<file path="src/rtl/uart_rx_sipo_if.sv">
// Serial-line and parallel-byte bundle of the UART receiver.
// The receiver uses the slave modport; the line driver / byte consumer uses the master modport.
interface uart_rx_sipo_if #(
    parameter int unsigned DATA_BITS = 8
);
    logic                 rx_in;
    logic                 parity_odd;
    logic [DATA_BITS-1:0] data_out;
    logic                 data_valid;
    logic                 parity_error;
    logic                 frame_error;
    logic                 active_flag;
    logic                 done_flag;

    modport master (
        output rx_in, parity_odd,
        input  data_out, data_valid, parity_error, frame_error, active_flag, done_flag
    );

    modport slave (
        input  rx_in, parity_odd,
        output data_out, data_valid, parity_error, frame_error, active_flag, done_flag
    );
endinterface

</file>
<file path="src/rtl/uart_rx_sipo.sv">
// 16x-oversampled UART receiver: start, DATA_BITS LSB first, parity, stop -> byte plus error flags.
// Define UART_RX_MAJORITY_VOTE_EN for 2-of-3 voting around each bit centre.
module uart_rx_sipo #(
    parameter int unsigned DATA_BITS  = 8,
    parameter int unsigned OVERSAMPLE = 16
) (
    input logic           baud_clk,
    input logic           reset,
    uart_rx_sipo_if.slave uart
);
    localparam int unsigned TickW = $clog2(OVERSAMPLE);
    localparam int unsigned BitW  = $clog2(DATA_BITS + 1);
`ifdef UART_RX_MAJORITY_VOTE_EN
    localparam logic [TickW-1:0] DecTick = TickW'(OVERSAMPLE / 2);
`else
    localparam logic [TickW-1:0] DecTick = TickW'(OVERSAMPLE / 2 - 1);
`endif
    localparam logic [TickW-1:0] TickMax = TickW'(OVERSAMPLE - 1);
    localparam logic [BitW-1:0]  LastBit = BitW'(DATA_BITS);

    typedef enum logic [2:0] {StIdle, StStart, StData, StParity, StStop} state_e;

    state_e               state_q, state_d;
    logic                 rx_meta_q, rx_s_q, rx_d_q;
    logic [TickW-1:0]     tick_q, tick_d;
    logic [BitW-1:0]      bit_cnt_q, bit_cnt_d;
    logic [DATA_BITS-1:0] shift_q, shift_d;
    logic                 p_err_q, p_err_d;
    logic [DATA_BITS-1:0] data_q, data_d;
    logic                 perr_out_q, perr_out_d;
    logic                 ferr_out_q, ferr_out_d;
    logic                 dv_q, dv_d;
    logic                 sample;
    logic                 at_dec;

    always_ff @(posedge baud_clk or posedge reset) begin
        if (reset) begin
            rx_meta_q <= 1'b1;
            rx_s_q    <= 1'b1;
            rx_d_q    <= 1'b1;
        end else begin
            rx_meta_q <= uart.rx_in;
            rx_s_q    <= rx_meta_q;
            rx_d_q    <= rx_s_q;
        end
    end

`ifdef UART_RX_MAJORITY_VOTE_EN
    localparam logic [TickW-1:0] VoteTickA = TickW'(OVERSAMPLE / 2 - 2);
    localparam logic [TickW-1:0] VoteTickB = TickW'(OVERSAMPLE / 2 - 1);

    // Early two votes are captured here; the third is the live rx_s at the decision tick.
    logic [1:0] vote_q, vote_d;

    always_comb begin
        vote_d = vote_q;
        if (tick_q == VoteTickA) vote_d[0] = rx_s_q;
        if (tick_q == VoteTickB) vote_d[1] = rx_s_q;
    end

    always_ff @(posedge baud_clk or posedge reset) begin
        if (reset) vote_q <= 2'b11;
        else       vote_q <= vote_d;
    end

    assign sample = (vote_q[0] & vote_q[1]) | (vote_q[0] & rx_s_q) | (vote_q[1] & rx_s_q);
`else
    assign sample = rx_s_q;
`endif

    assign at_dec = (tick_q == DecTick);

    always_comb begin
        state_d    = state_q;
        tick_d     = (tick_q == TickMax) ? '0 : tick_q + 1'b1;
        bit_cnt_d  = bit_cnt_q;
        shift_d    = shift_q;
        p_err_d    = p_err_q;
        data_d     = data_q;
        perr_out_d = perr_out_q;
        ferr_out_d = ferr_out_q;
        dv_d       = 1'b0;

        unique case (state_q)
            StIdle: begin
                tick_d = '0;
                if (rx_d_q && !rx_s_q) begin
                    state_d = StStart;
                    tick_d  = TickW'(1);
                end
            end
            StStart: begin
                if (at_dec) begin
                    if (sample) begin
                        state_d = StIdle;
                        tick_d  = '0;
                    end else begin
                        state_d   = StData;
                        bit_cnt_d = '0;
                    end
                end
            end
            StData: begin
                if (at_dec) begin
                    shift_d   = {sample, shift_q[DATA_BITS-1:1]};
                    bit_cnt_d = bit_cnt_q + 1'b1;
                    if (bit_cnt_d == LastBit) state_d = StParity;
                end
            end
            StParity: begin
                if (at_dec) begin
                    p_err_d = ^shift_q ^ sample ^ uart.parity_odd;
                    state_d = StStop;
                end
            end
            StStop: begin
                // Leave mid-stop-bit so the next start edge is caught half a bit later.
                if (at_dec) begin
                    data_d     = shift_q;
                    perr_out_d = p_err_q;
                    ferr_out_d = ~sample;
                    dv_d       = 1'b1;
                    state_d    = StIdle;
                    tick_d     = '0;
                end
            end
            default: begin
                state_d = StIdle;
                tick_d  = '0;
            end
        endcase
    end

    always_ff @(posedge baud_clk or posedge reset) begin
        if (reset) begin
            state_q    <= StIdle;
            tick_q     <= '0;
            bit_cnt_q  <= '0;
            shift_q    <= '0;
            p_err_q    <= 1'b0;
            data_q     <= '0;
            perr_out_q <= 1'b0;
            ferr_out_q <= 1'b0;
            dv_q       <= 1'b0;
        end else begin
            state_q    <= state_d;
            tick_q     <= tick_d;
            bit_cnt_q  <= bit_cnt_d;
            shift_q    <= shift_d;
            p_err_q    <= p_err_d;
            data_q     <= data_d;
            perr_out_q <= perr_out_d;
            ferr_out_q <= ferr_out_d;
            dv_q       <= dv_d;
        end
    end

    assign uart.data_out     = data_q;
    assign uart.data_valid   = dv_q;
    assign uart.parity_error = perr_out_q;
    assign uart.frame_error  = ferr_out_q;
    assign uart.active_flag  = (state_q != StIdle);
    assign uart.done_flag    = (state_q == StIdle);
endmodule

</file>
<file path="src/flat_wrapper.sv">
// flat-port wrapper written by rule: the top's interface ports become plain ports
module uart_rx_sipo_flat 
#(
    parameter int unsigned DATA_BITS  = 8,
    parameter int unsigned OVERSAMPLE = 16
)
  (baud_clk, reset, uart_rx_in, uart_parity_odd, uart_data_out, uart_data_valid, uart_parity_error, uart_frame_error, uart_active_flag, uart_done_flag);
  uart_rx_sipo_if #(.DATA_BITS(DATA_BITS)) uart_i ();
  input logic baud_clk;
  input logic reset;
  input wire logic [$bits(uart_i.rx_in)-1:0] uart_rx_in;
  input wire logic [$bits(uart_i.parity_odd)-1:0] uart_parity_odd;
  output wire logic [$bits(uart_i.data_out)-1:0] uart_data_out;
  output wire logic [$bits(uart_i.data_valid)-1:0] uart_data_valid;
  output wire logic [$bits(uart_i.parity_error)-1:0] uart_parity_error;
  output wire logic [$bits(uart_i.frame_error)-1:0] uart_frame_error;
  output wire logic [$bits(uart_i.active_flag)-1:0] uart_active_flag;
  output wire logic [$bits(uart_i.done_flag)-1:0] uart_done_flag;
  assign uart_i.rx_in = uart_rx_in;
  assign uart_i.parity_odd = uart_parity_odd;
  assign uart_data_out = uart_i.data_out;
  assign uart_data_valid = uart_i.data_valid;
  assign uart_parity_error = uart_i.parity_error;
  assign uart_frame_error = uart_i.frame_error;
  assign uart_active_flag = uart_i.active_flag;
  assign uart_done_flag = uart_i.done_flag;
  uart_rx_sipo #(.DATA_BITS(DATA_BITS), .OVERSAMPLE(OVERSAMPLE)) u_core (.baud_clk(baud_clk), .reset(reset), .uart(uart_i));
endmodule
</file>
<file path="config.mk">
export PLATFORM = sky130hd
export DESIGN_NAME = uart_rx_sipo_flat
export DESIGN_NICKNAME = d
export VERILOG_FILES = /design/src/rtl/uart_rx_sipo_if.sv /design/src/rtl/uart_rx_sipo.sv /design/src/flat_wrapper.sv
export SDC_FILE = /design/constraint.sdc
export NUM_CORES = 1
export LEC_CHECK = 0
export ABC_AREA = 1
export CAP_MARGIN = 5
export CORE_ASPECT_RATIO = 0.9
export CORE_UTILIZATION = 60
export CTS_CLUSTER_DIAMETER = 80
export DETAILED_ROUTE_END_ITERATION = 7
export PLACE_DENSITY = 0.84
export SLEW_MARGIN = 10
export SYNTH_ARGS = -nofsm -noshare
export SYNTH_HDL_FRONTEND = slang
export SYNTH_SLANG_ARGS = --single-unit
</file>
<file path="constraint.sdc">
create_clock -name baud_clk -period 2.93 [get_ports baud_clk]
set_clock_uncertainty 0.1 [all_clocks]
set_input_delay 0.293 -clock baud_clk [delete_from_list [all_inputs] [get_ports baud_clk]]
set_output_delay 0.293 -clock baud_clk [all_outputs]
set_load 0.1 [all_outputs]
</file>
### Yosys cells after proc, flatten, opt, wreduce, memory -nomap -nowiden

Index checks and enable logic that the tools add are counted.

* flip-flop bits (word level): 34
* bits of input ports: 4
* output and inout port bits: 13
* logic and storage cells: 63

* add/subtract/negate cells: 2
* equality and inequality tests: 14
* mux-type cells: 20
* bitwise operators: 3
* reduce and logical (&&, ||, !) cells: 12

Operator list (number)
* $mux 4: 7
* $mux 3: 6
* $pmux 4 s4: 1
* $pmux 3 s5: 1
* $ne 2x1->1 const B: 6
* $add 4x1->4 const B: 2
* $eq 4x4->1 const B: 2
* $pmux 4 s2: 1
* $reduce_xor 8->1: 1
* $eq 3x2->1 const B: 2
* $reduce_and 2->1: 3
* $reduce_and 6->1: 1
* $eq 4x3->1 const B: 1
* $reduce_and 4->1: 1
* $eq 3x1->1 const B: 1
* $eq 3x3->1 const B: 1
* $logic_not 3->1: 1
* $mux 1: 3
* $reduce_bool 3->1: 1
* $mux 2: 1
* $ne 2x2->1 const B: 1
* $reduce_bool 2->1: 1
* $reduce_or 2->1: 1
* $xor 1x1->1: 2
* other kinds (3): 3

### Depth between registers and ports, before layout

* word-level depth: 5
* mapped depth: 11
* gate-level depth less buffers: 11

### Worst setup path after synthesis

OpenSTA, ideal clock, no wires.

* path type: reg2reg
* start: register u_core.state_q[0]
* end: register u_core.state_q[0]
* library setup time: 0.116 ns
* arrival: 2.212 ns
* required time: 2.714 ns
* setup slack: 0.502 ns
* cell stages (with the launch flop): 9
* path buffers: 0
* clock period less this slack: 2.428 ns
* path through: dfrtp_1 -> nor2_1 -> nand2_1 -> inv_2 -> nand2_1 -> nand4_2 -> inv_2 -> nand2_1 -> nand2_1

* cells in the longest elaborated chain, start to end: 3
* elaborated cells between the ends (all ways): 13
* classes of those cells: 10 x eq/ne; 1 x mux; 2 x reduce/logical

RTL lines
* start, declared: RTL line uart_rx_sipo.sv:23 `state_e state_q, state_d;`
* start signal, assigned: RTL line uart_rx_sipo.sv:136 `state_q <= StIdle;`
* start signal, assigned: RTL line uart_rx_sipo.sv:146 `state_q <= state_d;`
* $logic_not 3->1 (*)
* named net uart_done_flag: RTL line flat_wrapper.sv:18 `output wire logic [$bits(uart_i.done_flag)-1:0] uart_done_flag;`
* $ne 2x1->1 (no source line)
* $reduce_and 6->1 (no source line)

The timed path passes the listed nets; every way through them passes the cells marked *.
A chain may end at the register's enable or synchronous reset.

### Worst setup path after layout

* start: register u_core.state_q[2]
* end: output port uart_done_flag

* cells in the longest elaborated chain, start to end: 1

RTL lines
* $logic_not 3->1: RTL line uart_rx_sipo.sv:163 `assign uart.done_flag = (state_q == StIdle);`
* end, declared: RTL line flat_wrapper.sv:18

No other way between the ends.

==> impl_results.md <==
* TritonCTS clock tree: built
* Final setup TNS at 0 ns
* Sequential cell area at 855 sq um
* CP Max Fanout at 6
* Register bit total from synthesis at 34
* Die Wd at 57.7 microns
* Initial antenna violation count at 0
* Per-cell routed wire length at 11.8 microns
* Initial Utilization at 0.656
* Post-CTS Repair Setup Buffers at 0
* Cells on worst reg2reg path at 7
* Sequential share of the synthesized area at 0.510
* Worst endpoint required time at 2.54 ns
* Cts bufs inserted at 5
* Placer Congestion at 0.832
* Area grow syn2layout at 12.4%
* Cell count after placement at 244
* Unique masters post-synth at 24
* Final instance area at 1880 sq um
* Post-route insts no fill at 252
* Die Ht at 52.1 microns
* Pin count of the biggest net entering global routing at 20
* Post-route ant nets at 0
* Final setup vio count at 0
* Global-route wire length before repair at 5.02 mm
* Post-Syn Area at 1680 sq um
* Fillers at 202
* Mean Syn Cell Area at 8.34 sq um
* Vias per Instance at 5.15
* Dpl ws at 1.34 ns
* Synth Net Count at 207
* Crit path arrival time at 1.53 ns
* GRT Util Overall at 0.232
* Iteration-0 DRC Markers at 55
* Final wirelength at 2.97 mm
* Worst-Skew Late Latency at 0.33 ns
* Post-route DRC at 3
* Routed via count at 1297
* Clk sinks at 34
* DP Area at 1820 sq um
* Port Buffers at 16
* Worst-path clk slew at 0.10 ns
* CP Launch Type: flip-flop
* CTS Hold Buffers Added at 0
* Max_cap viols at 0
* VDD IR max at 523 uV
* Lkg Pwr at 0.00101 uW
* Worst Hold Class: in -> async
* CTS Buffer Depth at 2
* Tcrit/Tclk final at 0.655
* Post-Syn Instances at 201
* F_max at 521 MHz
* Htree depth at 2
* Site row count at 17
* Worst slew pin tran at 0.660 ns
* Pwr/cell area at 665 nW/um^2
* Layout cells sized above 1 at 0.214
* Synth warn at 0
* Clock root cell: clkbuf_4
* Multi-input logic area at 688 sq um
* Grt ovf at 0
* Max_slew headroom at 0.560
* Die ar. at 3010 sq um
* Ant. Diodes at 0
* Setup ws final at 1.01 ns
* Period minus WS final at 1.92 ns
* Hold Vio Cnt, Final at 0
* Critical path class: reg -> out
* RSZ-0062 raised after global routing: false
* CP Capture Type: output port
* Failing checks: DRC
* Status: finished, violations left
* Final #Nets at 229
* Vias in the first global route at 1213
* I/O pin count at 17
* Post-CTS sizing at 0
* DP HPWL at 2.23 mm
* TritonRoute pass-1 iters at 6
* Core area at 2550 sq um
* Max-slew violations at 0
==> area by class of cell <==
type / count / share of cell area
tap: 28 / 0.0186
clock inverter: 1 / 0.00266
clock buffer: 7 / 0.0292
timing repair buffer: 17 / 0.0718
multi-input combinational: 137 / 0.365
inverter: 28 / 0.0585
sequential: 34 / 0.454
==> cells in the final DEF (no fill, tap or decap), drive strengths merged <==
master	netlist	layout
inv	28	28
nand3	11	11
nor2b	1	1
buf	2	14
nand4	1	1
nor2	8	8
xor2	1	1
a22oi	1	1
a21oi	1	1
clkbuf	0	7
clkdlybuf4s50	0	3
o21ai	23	23
dfstp	3	3
nor3	2	2
nand2	85	85
dfrtp	31	31
ha	2	2
clkinv	0	1
o211ai	1	1
==> logic make-up (layout without fill, tap and decap cells) <==
group           count (synthesis)  in the layout  synth area share
simple gates                  108            108             0.287
flops                          34             34             0.510
buf+inv                        30             53            0.0792
compound gates                 26             26             0.104
fa+ha+maj                       2              2            0.0149
xor+xnor                        1              1           0.00523
==> final timing paths <==
| kind | slack, ns | to | from |
|---|---|---|---|
| setup reg to reg | 1.41 | u_core.tick_q[3] | u_core.tick_q[0] |
| hold reg to reg | 0.27 | u_core.rx_s_q | u_core.rx_meta_q |
| hold / removal | 0.24 | u_core.uart.frame_error | reset |
| setup / recovery | 1.01 | uart_done_flag | u_core.state_q[2] |
| max in group asynchronous | 1.74 | u_core.rx_s_q | reset |
| min in group baud_clk | 0.25 | u_core.rx_meta_q | uart_rx_in |
==> critical path, cell delays in order (launching register included) <==
cell,delay [ns]
dfrtp_1,0.45
nor2_1,0.20
nand2_1,0.14
inv_2,0.11
buf_4,0.29
==> routing by layer <==
| layer | global-route usage | wire, microns |
|---|---|---|
| met4 | 0.0833 | 29 |
| met1 | 0.280 | 1440 |
| met5 | 0 | 0 |
| met2 | 0.384 | 1380 |
| met3 | 0.0871 | 122 |
==> metrics by stage <==
step	hold slack [ns]	util	power, uW
floorplan	0.197	-	905
global placement	0.246	0.714	975
detailed placement	0.247	0.714	994
CTS	0.248	0.738	1260
global route	0.252	0.738	1330
finish	0.244	0.738	1250
==> flip-flops by register name, summed over array words and instances (netlist names) <==
| register | flops |
|---|---|
| u_core.rx_meta_q | 1 |
| u_core.uart.data_valid | 1 |
| u_core.uart.data_out | 8 |
| u_core.rx_d_q | 1 |
| u_core.state_q | 3 |
| u_core.tick_q | 4 |
| u_core.bit_cnt_q | 4 |
| u_core.rx_s_q | 1 |
| u_core.uart.parity_error | 1 |
| u_core.p_err_q | 1 |
| u_core.shift_q | 8 |
| u_core.uart.frame_error | 1 |
==> synthesized netlist by cell type <==
| master | count | share of area |
|---|---|---|
| nand2_2 | 2 | 0.0075 |
| dfrtp_1 | 31 | 0.46 |
| a21oi_1 | 1 | 0.0030 |
| nor2_2 | 1 | 0.0037 |
| o21ai_1 | 10 | 0.030 |
| dfstp_2 | 3 | 0.047 |
| nand2_1 | 82 | 0.18 |
| o211ai_1 | 1 | 0.0045 |
| o21ai_2 | 9 | 0.047 |
| o21ai_0 | 4 | 0.012 |
| nor3_1 | 2 | 0.0060 |
| nand4_2 | 1 | 0.0075 |
| buf_6 | 2 | 0.013 |
| inv_4 | 2 | 0.0075 |
| inv_2 | 5 | 0.011 |
| nand3_1 | 11 | 0.033 |
| nand2_4 | 1 | 0.0067 |
| nor2b_1 | 1 | 0.0037 |
| inv_1 | 21 | 0.047 |
| a22oi_2 | 1 | 0.0075 |
| xor2_1 | 1 | 0.0052 |
| ha_1 | 2 | 0.015 |
| nor2_8 | 2 | 0.024 |
| nor2_1 | 5 | 0.011 |
==> where the power goes <==
group          switching (uW)  internal, uW  leakage [uW]
combinational             301           115      0.000523
clock                     151           116     0.0000353
sequential               49.3           520      0.000453
total                     501           751       0.00101
(Power assumes the default switching activity.)
